### src/rtl/alu_pkg.sv
// Shared encodings for the nibble ALU and its
// multi-nibble sequencer.
package alu_pkg;

  localparam logic [3:0] DADD   = 4'd0;
  localparam logic [3:0] DSUB   = 4'd1;
  localparam logic [3:0] LAND   = 4'd2;
  localparam logic [3:0] LOR    = 4'd3;
  localparam logic [3:0] LXOR   = 4'd4;
  localparam logic [3:0] INCA   = 4'd5;
  localparam logic [3:0] BFLAGS = 4'd6;
  localparam logic [3:0] PASSB  = 4'd7;
  localparam logic [3:0] ADD    = 4'd8;
  localparam logic [3:0] SUB    = 4'd9;
  localparam logic [3:0] ADC    = 4'd10;
  localparam logic [3:0] SBC    = 4'd11;
  localparam logic [3:0] MULLO  = 4'd12;
  localparam logic [3:0] MULHI  = 4'd13;
  localparam logic [3:0] DIV    = 4'd14;
  localparam logic [3:0] MOD    = 4'd15;

  localparam int FLAG_N = 3;
  localparam int FLAG_Z = 2;
  localparam int FLAG_V = 1;
  localparam int FLAG_C = 0;

  typedef enum logic [1:0] {
    S_IDLE,
    S_RUN,
    S_FIN
  } seq_state_t;

  // Ops 12..15 need multi-cycle units the
  // nibble path does not have.
  function automatic logic op_unsupported(
    input logic [3:0] op
  );
    return op[3] & op[2];
  endfunction

endpackage

### src/rtl/alu_nibble_seq_if.sv
// Request/response bundle between the control
// unit and the multi-nibble sequencer.
interface alu_nibble_seq_if #(
  parameter int NIBBLES = 4
);

  logic                   start;
  logic [3:0]             op;
  logic [4*NIBBLES-1:0]   a;
  logic [4*NIBBLES-1:0]   b;
  logic                   cin;
  logic                   busy;
  logic                   done;
  logic                   err;
  logic [4*NIBBLES-1:0]   result;
  logic [3:0]             flags;

  modport master (
    output start, op, a, b, cin,
    input  busy, done, err, result, flags
  );

  modport slave (
    input  start, op, a, b, cin,
    output busy, done, err, result, flags
  );

endinterface

### src/rtl/alu_seq_flagacc.sv
// Carry chain, running zero accumulator and
// final NZVC assembly for the sequencer.
module alu_seq_flagacc
  import alu_pkg::*;
(
  input  logic       clk,
  input  logic       reset_n,
  input  logic       clear,
  input  logic       step,
  input  logic       last,
  input  logic       bflags,
  input  logic [3:0] bval,
  input  logic [3:0] alu_flags,
  output logic       carry,
  output logic [3:0] flags
);

  logic zacc;
  logic znext;

  assign znext = zacc & alu_flags[FLAG_Z];

  // Chain carry, fold Z, latch NZVC on the top nibble.
  always_ff @(posedge clk or negedge reset_n) begin
    if (!reset_n) begin
      carry <= 1'b0;
      zacc  <= 1'b0;
      flags <= '0;
    end else if (clear) begin
      carry <= 1'b0;
      zacc  <= 1'b1;
      flags <= '0;
    end else if (step) begin
      carry <= alu_flags[FLAG_C];
      zacc  <= znext;
      if (last) begin
        if (bflags) begin
          flags <= bval;
        end else begin
          flags[FLAG_N] <= alu_flags[FLAG_N];
          flags[FLAG_Z] <= znext;
          flags[FLAG_V] <= alu_flags[FLAG_V];
          flags[FLAG_C] <= alu_flags[FLAG_C];
        end
      end
    end
  end

endmodule

### src/rtl/alu_nibble_seq.sv
// Issues one wide op to the 4-bit ALU a nibble
// per clock, LSB first, chaining the carry.
module alu_nibble_seq
  import alu_pkg::*;
#(
  parameter int NIBBLES = 4
) (
  input  logic       clk,
  input  logic       reset_n,
  alu_nibble_seq_if.slave bus,
  output logic [3:0] alu_A,
  output logic [3:0] alu_B,
  output logic [2:0] alu_op,
  output logic       alu_bank,
  output logic       alu_cin,
  input  logic [3:0] alu_result,
  input  logic [3:0] alu_flags
);

  localparam int IW = (NIBBLES > 1) ? $clog2(NIBBLES) : 1;
  localparam logic [IW-1:0] LAST = IW'(NIBBLES - 1);
  localparam int W = 4 * NIBBLES;

  seq_state_t    state;
  logic [IW-1:0] idx;
  logic [W-1:0]  a_l;
  logic [W-1:0]  b_l;
  logic [3:0]    op_l;
  logic          cin_l;
  logic          busy_r;
  logic          done_r;
  logic          err_r;
  logic [W-1:0]  result_r;
  logic [3:0]    flags_w;
  logic          carry;
  logic          run;
  logic          last;
  logic          accept;
  logic          is_inca;

  assign run     = (state == S_RUN);
  assign last    = run && (idx == LAST);
  assign accept  = (state == S_IDLE) && bus.start;
  assign is_inca = (op_l == INCA);

  assign bus.busy   = busy_r;
  assign bus.done   = done_r;
  assign bus.err    = err_r;
  assign bus.result = result_r;
  assign bus.flags  = flags_w;

  // Nibble operands and op to the ALU; idle drives zero.
  always_comb begin
    alu_A    = '0;
    alu_B    = '0;
    alu_op   = '0;
    alu_bank = 1'b0;
    alu_cin  = 1'b0;
    if (run) begin
      alu_A = a_l[4*idx +: 4];
      if (is_inca) begin
        {alu_bank, alu_op} = ADD;
      end else begin
        alu_B = b_l[4*idx +: 4];
        {alu_bank, alu_op} = op_l;
      end
      if (idx == '0) begin
        alu_cin = is_inca ? 1'b1 : cin_l;
      end else begin
        alu_cin = carry;
      end
    end
  end

  // Sequencer FSM with registered status outputs.
  always_ff @(posedge clk or negedge reset_n) begin
    if (!reset_n) begin
      state    <= S_IDLE;
      idx      <= '0;
      a_l      <= '0;
      b_l      <= '0;
      op_l     <= '0;
      cin_l    <= 1'b0;
      busy_r   <= 1'b0;
      done_r   <= 1'b0;
      err_r    <= 1'b0;
      result_r <= '0;
    end else begin
      done_r <= 1'b0;
      unique case (state)
        S_IDLE: begin
          if (bus.start) begin
            a_l      <= bus.a;
            b_l      <= bus.b;
            op_l     <= bus.op;
            cin_l    <= bus.cin;
            idx      <= '0;
            result_r <= '0;
            if (op_unsupported(bus.op)) begin
              err_r  <= 1'b1;
              done_r <= 1'b1;
              state  <= S_FIN;
            end else begin
              err_r  <= 1'b0;
              busy_r <= 1'b1;
              state  <= S_RUN;
            end
          end
        end
        S_RUN: begin
          if (op_l != BFLAGS) begin
            result_r[4*idx +: 4] <= alu_result;
          end
          idx <= idx + 1'b1;
          if (idx == LAST) begin
            busy_r <= 1'b0;
            done_r <= 1'b1;
            state  <= S_FIN;
          end
        end
        S_FIN: begin
          state <= S_IDLE;
        end
        default: begin
          state <= S_IDLE;
        end
      endcase
    end
  end

  alu_seq_flagacc u_flagacc (
    .clk       (clk),
    .reset_n   (reset_n),
    .clear     (accept),
    .step      (run),
    .last      (last),
    .bflags    (op_l == BFLAGS),
    .bval      (b_l[3:0]),
    .alu_flags (alu_flags),
    .carry     (carry),
    .flags     (flags_w)
  );

endmodule
### src/flat_wrapper.sv
// flat-port wrapper written by rule: the top's interface ports become plain ports
module alu_nibble_seq_flat import alu_pkg::*;
#(
  parameter int NIBBLES = 4
)
  (clk, reset_n, alu_A, alu_B, alu_op, alu_bank, alu_cin, alu_result, alu_flags, bus_start, bus_op, bus_a, bus_b, bus_cin, bus_busy, bus_done, bus_err, bus_result, bus_flags);
  alu_nibble_seq_if #(.NIBBLES(NIBBLES)) bus_i ();
  input  logic clk;
  input  logic reset_n;
  output logic [3:0] alu_A;
  output logic [3:0] alu_B;
  output logic [2:0] alu_op;
  output logic alu_bank;
  output logic alu_cin;
  input  logic [3:0] alu_result;
  input  logic [3:0] alu_flags;
  input wire logic [$bits(bus_i.start)-1:0] bus_start;
  input wire logic [$bits(bus_i.op)-1:0] bus_op;
  input wire logic [$bits(bus_i.a)-1:0] bus_a;
  input wire logic [$bits(bus_i.b)-1:0] bus_b;
  input wire logic [$bits(bus_i.cin)-1:0] bus_cin;
  output wire logic [$bits(bus_i.busy)-1:0] bus_busy;
  output wire logic [$bits(bus_i.done)-1:0] bus_done;
  output wire logic [$bits(bus_i.err)-1:0] bus_err;
  output wire logic [$bits(bus_i.result)-1:0] bus_result;
  output wire logic [$bits(bus_i.flags)-1:0] bus_flags;
  assign bus_i.start = bus_start;
  assign bus_i.op = bus_op;
  assign bus_i.a = bus_a;
  assign bus_i.b = bus_b;
  assign bus_i.cin = bus_cin;
  assign bus_busy = bus_i.busy;
  assign bus_done = bus_i.done;
  assign bus_err = bus_i.err;
  assign bus_result = bus_i.result;
  assign bus_flags = bus_i.flags;
  alu_nibble_seq #(.NIBBLES(NIBBLES)) u_core (.clk(clk), .reset_n(reset_n), .bus(bus_i), .alu_A(alu_A), .alu_B(alu_B), .alu_op(alu_op), .alu_bank(alu_bank), .alu_cin(alu_cin), .alu_result(alu_result), .alu_flags(alu_flags));
endmodule
### config.mk
export PLATFORM = sky130hd
export DESIGN_NAME = alu_nibble_seq_flat
export DESIGN_NICKNAME = d
export VERILOG_FILES = /design/src/rtl/alu_pkg.sv /design/src/rtl/alu_nibble_seq_if.sv /design/src/rtl/alu_seq_flagacc.sv /design/src/rtl/alu_nibble_seq.sv /design/src/flat_wrapper.sv
export SDC_FILE = /design/constraint.sdc
export NUM_CORES = 1
export LEC_CHECK = 0
export CAP_MARGIN = 20
export CORE_UTILIZATION = 50
export DETAILED_ROUTE_END_ITERATION = 16
export GPL_ROUTABILITY_DRIVEN = 0
export HOLD_SLACK_MARGIN = 0.03
export PLACE_DENSITY = 0.8
export SYNTH_ARGS = -nofsm -noshare
export SYNTH_HDL_FRONTEND = slang
export SYNTH_SLANG_ARGS = --single-unit
### constraint.sdc
create_clock -name clk -period 4.8 [get_ports clk]
set_input_delay 0.96 -clock clk [delete_from_list [all_inputs] [get_ports clk]]
set_output_delay 0.96 -clock clk [all_outputs]
set_load 0.03 [all_outputs]
==> results.md <==
* Status: finished clean
* CTS Buf Count at 9
* Relative max-transition margin at 0.444
* HP Start: u_core.b_l[8]
* WL/cell at 15.1 um
* H-tree depth at 3
* Setup_tns at 0 ns
* Register area share after synthesis at 0.515
* DP HPWL at 4900 um
* Final setup skew at 0.00652 ns
* Seq pwr share at 0.361
* CTS Buffer Depth at 2
* Clk_lat worst skew at 0.34 ns
* Fmax at 280 MHz
* Critical path depth at 4
* Core Box Area at 0.00606 mm^2
* Die extent in x at 82.1 um
* #FFs+latches synth at 66
* Delay-heaviest family, CP: buffers and inverters
* Post-Route WL at 7010 um
* Die ar. at 0.00674 mm^2
* Layout area overhead at 32.5%
* Worst slew pin tran at 0.834 ns
* Setup Buffers After CTS at 0
* WL met2 at 3350 um
* Syn nets at 357
* Mapped Avg Cell Area at 10.6 um^2
* Reg clk slew, reported paths at 0.07 ns
* Leakage at 0.00204 uW
* Combinational share of power at 0.468
* Layout Nets at 440
* Iteration-0 DRC Markers at 117
* Critical Path Source: u_core.idx[0]
* Hold-fix buffers, CTS at 0
* Slowest cell on the critical path: dfrtp_1
* Number of enable flip-flop cells after synthesis at 0
* Largest net degree at the start of global routing at 67
* Internal power at 1600 uW
* Worst ir drop on vdd at 0.346 mV
* Sw Ratio at 0.398
* WP data required at 3.84 ns
* WHS Path Cells at 2
* Library cells used by synthesis at 34
* R2R depth at 5
* Pwr dens at 623 mW/mm^2
* Die Height at 82.1 um
* CTS tree: built
* Number of vias per cell at 5.20
* Syn Inst Count at 303
* Net Sw Power at 1050 uW
* Drt pass-1 iters at 4
* Highest routed layer: met4
* Crit path cell chain: inv_1 -> ha_1 -> a21oi_1 -> clkdlybuf4s50_1
* DRC at 0
* First-pass GRT wire length at 11,400 um
* Metal3 WL at 428 um
* Min Tclk post-route at 3.57 ns
* Period utilisation layout at 0.743
* Ys Warns at 0
* Vias in the first global route at 2,355
* CTS Sinks at 66
* Setup violations, final at 0
* IO Port Bufs at 83
* Starting Density at 0.529
* Reg2reg end: u_core.bus.result[8]
* Clock power frac at 0.171
* CP Capture Type: output pin
* GRT Total Usage at 0.235
* Crit path to: alu_cin
* Fin. Hold Viols at 0
* RSZ-0062 raised after global routing: false
* Asr flop ratio synth at 1.00
* WP data arrival at 2.61 ns
* Maxcap violations at 0
* Worst reg2reg setup slack at 2.34 ns
* Rows at 28
* Element type at the critical path start: register
* I/O Pins at 84
* Critical path buffer and inverter count at 2
* Critical path's largest stage delay at 0.89 ns
* Post-cts sizing count at 0
* Layout cells sized above 1 at 0.131
* CP max FO at 17
* Cell Area, Synth at 0.00321 mm^2
* Remaining global-route overflow at 0
* Initial antenna violation count at 0
* Setup Crit Path Kind: register to output pin
* Total inserted antenna cells at 0
* M1 wire length at 3150 um
* Hold WC Path Type: register to register
* ANT nets after route at 0
* Top_reg_cell synth: dfrtp_1
* Vias at 2,417
* Pins Over Slew Limit at 0
* Layout Utilization at 0.701
* Worst R2R Start: u_core.idx[0]
* Cell at the root of the clock tree: clkbuf_8
==> kinds of logic (layout without fill, tap and decap cells) <==
| family | count (synthesis) | count (layout) | synth area share |
|---|---|---|---|
| AO/OA/AOI/OAI | 19 | 19 | 0.0492 |
| adder cells (fa/ha/maj) | 6 | 6 | 0.0234 |
| buffers and inverters | 20 | 107 | 0.0332 |
| flip-flops | 66 | 66 | 0.515 |
| multiplexers | 28 | 28 | 0.137 |
| AND/OR/NAND/NOR | 164 | 164 | 0.242 |
==> layer usage <==
metal / vias up / global-route usage
met4: 0 / 0.0719
met3: 8 / 0.0767
li1: 1178 / -
met1: 1159 / 0.305
met2: 72 / 0.372
met5: - / 0
==> tightest hold or removal path, stage by stage, from the launching register on <==
cell and delay (ns):
dfrtp_1 0.34, nand2_1 0.05, nand2_1 0.05
==> cell usage in the layout, fill, tap and decap left out, drive strengths merged <==
| cell | n |
|---|---|
| ha | 6 |
| and4bb | 3 |
| nor2 | 4 |
| nor2b | 1 |
| bufinv | 1 |
| and2 | 12 |
| dfrtp | 66 |
| a21oi | 2 |
| o2bb2ai | 4 |
| inv | 6 |
| nand4bb | 1 |
| clkdlybuf4s50 | 82 |
| clkbuf | 12 |
| o31ai | 1 |
| a31o | 4 |
| clkinv | 2 |
| nor4bb | 1 |
| nor3b | 2 |
| buf | 4 |
| or3b | 1 |
| mux4 | 8 |
| a22o | 1 |
| nand4 | 4 |
| mux2 | 12 |
| and3 | 12 |
| o21ai | 7 |
| and2b | 1 |
| nand2 | 119 |
| mux2i | 8 |
| nand2b | 1 |
| nand3 | 2 |
==> stage by stage <==
stage                     setup WS, ns  instance area (um^2)  cells  hold WS [ns]  total power [uW]
final                             1.23                  4250    465         0.475              2650
after global routing              1.03                  4250    465         0.491              2830
after CTS                         1.17                  4250    465         0.475              2670
after detailed placement          1.56                  4070    450         0.458              2210
after global placement            1.62                  4070    450         0.453              2160
after floorplan                   2.30                  3210    303         0.440              1800
==> final cells by class <==
type / count / area [um^2]
inverter: 6 / 22.5
clock inverter: 3 / 40.0
timing repair buffer: 86 / 848
clock buffer: 12 / 145
tap: 75 / 93.8
fill: 473 / 1810
sequential: 66 / 1650
multi-input combinational: 217 / 1450
==> how the worst min path moves through the flow <==
stage | to | slack (ns)
finish | u_core.b_l[8] | 0.47
global route | u_core.cin_l | 0.49
CTS | u_core.b_l[8] | 0.47
detailed placement | u_core.b_l[8] | 0.46
global placement | u_core.b_l[11] | 0.45
floorplan | u_core.a_l[10] | 0.44
==> state kept, by name, summed over array words and instances (netlist names) <==
name,count
u_core.bus.err,1
u_core.idx,2
u_core.cin_l,1
u_core.bus.result,16
u_core.b_l,16
u_core.u_flagacc.carry,1
u_core.bus.busy,1
u_core.u_flagacc.zacc,1
u_core.a_l,16
u_core.bus.done,1
u_core.u_flagacc.flags,4
u_core.state,2
u_core.op_l,4
==> synth_stat cells (6+ instances only) <==
cell type / count / area [um^2]
and3_1: 8 / 50.1
mux2i_1: 8 / 80.1
o21ai_0: 7 / 35.0
and2_1: 12 / 75.1
mux4_2: 8 / 180
buf_2: 10 / 50.1
mux2_4: 12 / 180
inv_1: 6 / 22.5
dfrtp_1: 66 / 1650
nand2_1: 118 / 443
ha_1: 6 / 75.1
==> power groups by stage <==
stage	Clock, uW	Combinational (uW)	Sequential, uW
5_1_grt	491	1350	984
2_1_floorplan	0	836	966
3_3_place_gp	0	1210	953
4_1_cts	459	1250	958
3_5_place_dp	0	1240	961
6_report	453	1240	957
No activity file was read; power rests on OpenSTA's default activity.
